[src/rtl/sound_rom_arbiter_if.sv]
// Purpose : request/grant/response bundle between rocket voices, the shared
//           delta-ROM arbiter and the ROM itself.
// Ports   : req/req_addr (voice -> arbiter), gnt/rsp_valid/rsp_data (arbiter -> voice),
//           rom_address (arbiter -> ROM), rom_q (ROM -> arbiter), busy (status).
// Modports: master = voices + ROM side, slave = arbiter.
interface sound_rom_arbiter_if #(
  parameter int NUM_REQ = 2,
  parameter int ADDR_W  = 16,
  parameter int DATA_W  = 9
);
  logic [NUM_REQ-1:0]        req;
  logic [NUM_REQ*ADDR_W-1:0] req_addr;
  logic [NUM_REQ-1:0]        gnt;
  logic [NUM_REQ-1:0]        rsp_valid;
  logic [DATA_W-1:0]         rsp_data;
  logic [ADDR_W-1:0]         rom_address;
  logic [DATA_W-1:0]         rom_q;
  logic                      busy;

  modport master (
    output req, req_addr, rom_q,
    input  gnt, rsp_valid, rsp_data, rom_address, busy
  );

  modport slave (
    input  req, req_addr, rom_q,
    output gnt, rsp_valid, rsp_data, rom_address, busy
  );
endinterface

[src/rtl/sound_rom_arbiter.sv]
// Purpose : round-robin sharing of one synchronous delta ROM among NUM_REQ voices.
// Latency : gnt to rsp_valid = ROM_LAT+1 edges; one lookup per ROM_LAT+1 cycles.
// Backpr. : level req is held by the voice until gnt; requests are ignored while a lookup waits.
// Ports   : clk, reset (sync, active-high), bus (slave modport: req, req_addr, gnt,
//           rsp_valid, rsp_data, rom_address, rom_q, busy).
module sound_rom_arbiter #(
  parameter int NUM_REQ = 2,
  parameter int ADDR_W  = 16,
  parameter int DATA_W  = 9,
  parameter int ROM_LAT = 1
) (
  input  logic                clk,
  input  logic                reset,
  sound_rom_arbiter_if.slave  bus
);

  localparam int IDX_W = $clog2(NUM_REQ);
  localparam int CNT_W = $clog2(ROM_LAT + 1);

  typedef enum logic {
    IDLE = 1'b0,
    WAIT = 1'b1
  } state_t;

  state_t              state_q, state_d;
  logic [CNT_W-1:0]    cnt_q, cnt_d;
  logic [IDX_W-1:0]    last_q, last_d;
  logic [IDX_W-1:0]    owner_q, owner_d;
  logic [ADDR_W-1:0]   addr_q, addr_d;
  logic [NUM_REQ-1:0]  gnt_q, gnt_d;
  logic [NUM_REQ-1:0]  vld_q, vld_d;
  logic [DATA_W-1:0]   data_q, data_d;

  logic                win_vld;
  logic [IDX_W-1:0]    win_idx;
  logic [ADDR_W-1:0]   addr_arr [NUM_REQ];
  logic                capture;
  int                  cand;

  // Unpack the flat address bus into per-requester words.
  always_comb begin
    for (int i = 0; i < NUM_REQ; i++) begin
      addr_arr[i] = bus.req_addr[i*ADDR_W +: ADDR_W];
    end
  end

  // Round-robin scan: start just after the last winner and wrap.
  always_comb begin
    win_vld = 1'b0;
    win_idx = last_q;
    cand    = 0;
    for (int k = 1; k <= NUM_REQ; k++) begin
      cand = (int'(last_q) + k) % NUM_REQ;
      if (!win_vld && bus.req[IDX_W'(cand)]) begin
        win_vld = 1'b1;
        win_idx = IDX_W'(cand);
      end
    end
  end

  always_comb begin
    state_d = state_q;
    cnt_d   = cnt_q;
    last_d  = last_q;
    owner_d = owner_q;
    addr_d  = addr_q;
    gnt_d   = '0;
    vld_d   = '0;
    data_d  = data_q;
    capture = 1'b0;

    case (state_q)
      IDLE: begin
        capture = win_vld;
      end
      WAIT: begin
        if (cnt_q != '0) begin
          cnt_d = cnt_q - 1'b1;
        end else begin
          // ROM word for the owner is on rom_q now; return it and, if anyone
          // is asking, start the next lookup on the same edge.
          data_d         = bus.rom_q;
          vld_d[owner_q] = 1'b1;
          if (win_vld) begin
            capture = 1'b1;
          end else begin
            state_d = IDLE;
          end
        end
      end
      default: begin
        state_d = IDLE;
      end
    endcase

    if (capture) begin
      addr_d          = addr_arr[win_idx];
      gnt_d[win_idx]  = 1'b1;
      cnt_d           = CNT_W'(ROM_LAT);
      state_d         = WAIT;
      last_d          = win_idx;
      owner_d         = win_idx;
    end
  end

  always_ff @(posedge clk) begin
    if (reset) begin
      state_q <= IDLE;
      cnt_q   <= '0;
      last_q  <= IDX_W'(NUM_REQ - 1);
      owner_q <= '0;
      addr_q  <= '0;
      gnt_q   <= '0;
      vld_q   <= '0;
      data_q  <= '0;
    end else begin
      state_q <= state_d;
      cnt_q   <= cnt_d;
      last_q  <= last_d;
      owner_q <= owner_d;
      addr_q  <= addr_d;
      gnt_q   <= gnt_d;
      vld_q   <= vld_d;
      data_q  <= data_d;
    end
  end

  assign bus.gnt         = gnt_q;
  assign bus.rsp_valid   = vld_q;
  assign bus.rsp_data    = data_q;
  assign bus.rom_address = addr_q;
  assign bus.busy        = (state_q == WAIT);

endmodule
[src/flat_wrapper.sv]
// flat-port wrapper written by rule: the top's interface ports become plain ports
module sound_rom_arbiter_flat 
#(
  parameter int NUM_REQ = 2,
  parameter int ADDR_W  = 16,
  parameter int DATA_W  = 9,
  parameter int ROM_LAT = 1
)
  (clk, reset, bus_req, bus_req_addr, bus_rom_q, bus_gnt, bus_rsp_valid, bus_rsp_data, bus_rom_address, bus_busy);
  sound_rom_arbiter_if #(.NUM_REQ(NUM_REQ), .ADDR_W(ADDR_W), .DATA_W(DATA_W)) bus_i ();
  input  logic clk;
  input  logic reset;
  input wire logic [$bits(bus_i.req)-1:0] bus_req;
  input wire logic [$bits(bus_i.req_addr)-1:0] bus_req_addr;
  input wire logic [$bits(bus_i.rom_q)-1:0] bus_rom_q;
  output wire logic [$bits(bus_i.gnt)-1:0] bus_gnt;
  output wire logic [$bits(bus_i.rsp_valid)-1:0] bus_rsp_valid;
  output wire logic [$bits(bus_i.rsp_data)-1:0] bus_rsp_data;
  output wire logic [$bits(bus_i.rom_address)-1:0] bus_rom_address;
  output wire logic [$bits(bus_i.busy)-1:0] bus_busy;
  assign bus_i.req = bus_req;
  assign bus_i.req_addr = bus_req_addr;
  assign bus_i.rom_q = bus_rom_q;
  assign bus_gnt = bus_i.gnt;
  assign bus_rsp_valid = bus_i.rsp_valid;
  assign bus_rsp_data = bus_i.rsp_data;
  assign bus_rom_address = bus_i.rom_address;
  assign bus_busy = bus_i.busy;
  sound_rom_arbiter #(.NUM_REQ(NUM_REQ), .ADDR_W(ADDR_W), .DATA_W(DATA_W), .ROM_LAT(ROM_LAT)) u_core (.clk(clk), .reset(reset), .bus(bus_i));
endmodule
[config.mk]
export PLATFORM = sky130hd
export DESIGN_NAME = sound_rom_arbiter_flat
export DESIGN_NICKNAME = d
export VERILOG_FILES = /design/src/rtl/sound_rom_arbiter_if.sv /design/src/rtl/sound_rom_arbiter.sv /design/src/flat_wrapper.sv
export SDC_FILE = /design/constraint.sdc
export NUM_CORES = 1
export LEC_CHECK = 0
export CORE_ASPECT_RATIO = 1.25
export CORE_MARGIN = 5
export CORE_UTILIZATION = 34
export DETAILED_ROUTE_END_ITERATION = 8
export GPL_ROUTABILITY_DRIVEN = 0
export PLACE_DENSITY_LB_ADDON = 0.08
export SLEW_MARGIN = 20
export SYNTH_ARGS = -nofsm -noshare
export SYNTH_HDL_FRONTEND = slang
export SYNTH_SLANG_ARGS = --single-unit
export TNS_END_PERCENT = 20
[constraint.sdc]
create_clock -name clk -period 1.1 [get_ports clk]
set_clock_uncertainty 0.1 [all_clocks]
set_input_delay 0.165 -clock clk [delete_from_list [all_inputs] [get_ports clk]]
set_output_delay 0.165 -clock clk [all_outputs]
set_load 0.01 [all_outputs]
==> summary.md <==
| Metric | Value |
|---|---|
| Final net count | 273 |
| Layout Area Growth over Synthesis | 78.7% |
| Met2 WL | 2160 um |
| Residual DRC count | 0 |
| Placeable core area | 3780 um^2 |
| Synthesized flop and latch total | 33 |
| Placement row count | 25 |
| Initial DRC Count | 26 |
| Max_slew headroom | 81.1% |
| Post-synthesis net count | 179 |
| Wl on met1 | 1480 um |
| Setup violators final | 25 |
| Synth cell types | 18 |
| Warnings from Yosys | 0 |
| Setup_tns | -1.40 ns |
| Sequential area share after synthesis | 49.5% |
| Crit path max fanout | 4 |
| Maximum clock path buffer count | 2 |
| Hold Crit Class | input pin to flip-flop |
| Clock share of power | 32.3% |
| Placed Area | 2240 um^2 |
| Initial Util | 35.3% |
| DRT Pass-1 Iters | 6 |
| CTS tree | done |
| Total power draw | 3.04 mW |
| Antenna viol nets, final | 0 |
| Status | finished, violations left |
| Number of top-level pins | 75 |
| NetSw | 0.766 mW |
| Final worst slack | -0.0999 ns |
| Switch share | 25.2% |
| Final hold vios | 0 |
| Launch point of the worst path | u_core.bus.busy$_SDFF_PP0_ |
| Crit share post-route | 109% |
| Gate Count Post-Synth | 134 |
| Highest metal used | met4 |
| Pin count of the biggest net entering global routing | 23 |
| RSZ-0062 raised after global routing | true |
| Design Area, Final | 2390 um^2 |
| Via density | 4.59 |
| Worst setup SP type | flip-flop |
| Flop pwr share | 43.6% |
| Skew-Pair Late Insertion Delay | 0.27 ns |
| Via count | 1300 |
| Achievable Freq | 833 MHz |
| Most frequent cells in the layout | 42 x clkdlybuf4s50_1, 29 x buf_2, 25 x dfxtp_1 |
| PortBufs | 73 |
| H-tree Lvls | 2 |
| First-pass GRT wire length | 6320 um |
| Pre-CTS WS | -0.479 ns |
| Worst slew pin tran | 0.283 ns |
| Syn Std Cell Area | 1340 um^2 |
| Int Pwr | 2.28 mW |
| Routed wire per std cell | 14.2 um |
| Hold path start | bus_req[0] |
| CP Capture Type | flip-flop |
| Reg clk slew, reported paths | 0.07 ns |
| Number of buffers inserted by hold repair at cts | 0 |
| DP HPWL | 2910 um |
| Met3 Routed Length | 322 um |
| Fraction of layout cells with a size suffix above 1 | 41.0% |
| Vias in the first global route | 1328 |
| Syn_area_per_cell | 9.96 um^2 |
| Drt total wl | 4010 um |
| Final period demand of the worst path | 1.20 ns |
| Gr usage total | 15.4% |
| Failing checks | negative setup slack |
| Total gr overflow | 0 |
| Commonest non-fill, non-tap cell in the layout | clkdlybuf4s50_1 |
| # diodes | 0 |
| Arrival time at the worst endpoint | 1.27 ns |
| Initial antenna violation count | 0 |
| Maxcap violations | 0 |
| Non-Filler Instances | 283 |
| Chip height | 80.1 um |
| Sink Count | 33 |
| Worst r2r src | u_core.bus.busy$_SDFF_PP0_ |
| Die Width | 66.0 um |
| CP required | 1.17 ns |
| Comb power frac | 24.1% |
| Root buf cell | clkbuf_8 |
| Cell leakage power | 1.09 nW |
| Die area | 5290 um^2 |
| Post-Place Cells | 268 |
| CTS Buf Count | 5 |
| Pwr per Cell Area | 1270 nW/um^2 |
| Slew Viols, Final | 0 |
| Critical path class | flip-flop to flip-flop |
| Peak VDD IR | 1.09 mV |
-- cell type report --
| class | instances | area [um^2] |
|---|---|---|
| clock buffers | 7 | 96.3 |
| clock inverters | 1 | 5.00 |
| fillers | 349 | 1400 |
| multi-input cells | 90 | 672 |
| flip-flops and latches | 33 | 673 |
| well taps | 54 | 67.6 |
| repair buffers | 98 | 872 |
-- path summary, 6_finish.rpt --
check                                             end  slack (ns)  depth (start not counted)
hold reg to reg   u_core.bus.rsp_data[7]$_SDFFE_PP0P_        0.36                          2
hold / removal             u_core.bus.busy$_SDFF_PP0_        0.18                          3
setup / recovery           u_core.last_q$_SDFFE_PP1P_        -0.1                          5
setup reg to reg           u_core.last_q$_SDFFE_PP1P_        -0.1                          5
-- repair_timing --
item                       CTS  global route
cloned                       3             0
pin swaps                    6             3
resized for setup          124            23
hold endpoints to repair     0             0
setup endpoints to repair   59            39
buffers inserted             4             0
-- state kept, by name (all words and copies together) (netlist names) --
name / flops
u_core.cnt_q: 1
u_core.bus.rsp_valid: 2
u_core.last_q: 1
u_core.bus.gnt: 2
u_core.bus.rom_address: 16
u_core.bus.busy: 1
u_core.bus.rsp_data: 9
u_core.owner_q: 1
-- synth_stat cells (all sizes together) --
| library cell | instances | area share (%) |
|---|---|---|
| nor3b | 2 | 1.1 |
| and3b | 1 | 0.66 |
| a21oi | 10 | 3.7 |
| clkbuf | 2 | 0.56 |
| dfxtp | 33 | 49 |
| nand2 | 18 | 5.1 |
| nand2b | 1 | 0.47 |
| nor3 | 2 | 0.75 |
| mux2i | 16 | 12 |
| a21boi | 1 | 1.4 |
| nor2b | 1 | 0.47 |
| buf | 9 | 4.4 |
| a211oi | 18 | 14 |
| nor2 | 20 | 5.6 |
-- logic make-up (layout without fill, tap and decap cells) --
group | count (synthesis) | count (layout) | share of synthesized area, %
AND/OR/NAND/NOR | 45 | 45 | 14.2
buffers and inverters | 11 | 106 | 4.97
flip-flops | 33 | 33 | 49.5
multiplexers | 16 | 16 | 12.0
AO/OA/AOI/OAI | 29 | 29 | 19.4
-- per-stage QoR --
step / hold slack (ns) / util (%)
floorplan: 0.182 / -
global placement: 0.340 / 59.2
detailed placement: 0.347 / 59.2
CTS: 0.182 / 62.9
global route: 0.229 / 63.0
finish: 0.181 / 63.0
-- power by group through the flow --
| stage | clock, mW | combinational (mW) | sequential, mW |
|---|---|---|---|
| after floorplan | 0 | 0.259 | 1.39 |
| after global placement | 0 | 0.695 | 1.35 |
| after detailed placement | 0 | 0.713 | 1.35 |
| after CTS | 1.01 | 0.734 | 1.32 |
| after global routing | 1.07 | 0.791 | 1.34 |
| final | 0.982 | 0.733 | 1.33 |
-- per-layer routing --
metal	up-vias	track usage [%]
met1	597	15.8
li1	648	-
met2	49	28.1
met5	-	0
met3	6	5.03
met4	0	6.30
-- critical path, stage by stage, from the launching register on --
cell and delay (ns):
dfxtp_4 0.36, a21boi_4 0.17, buf_12 0.14, buf_8 0.10, and3b_1 0.18, nor2_1 0.05
(Power assumes the default switching activity.)
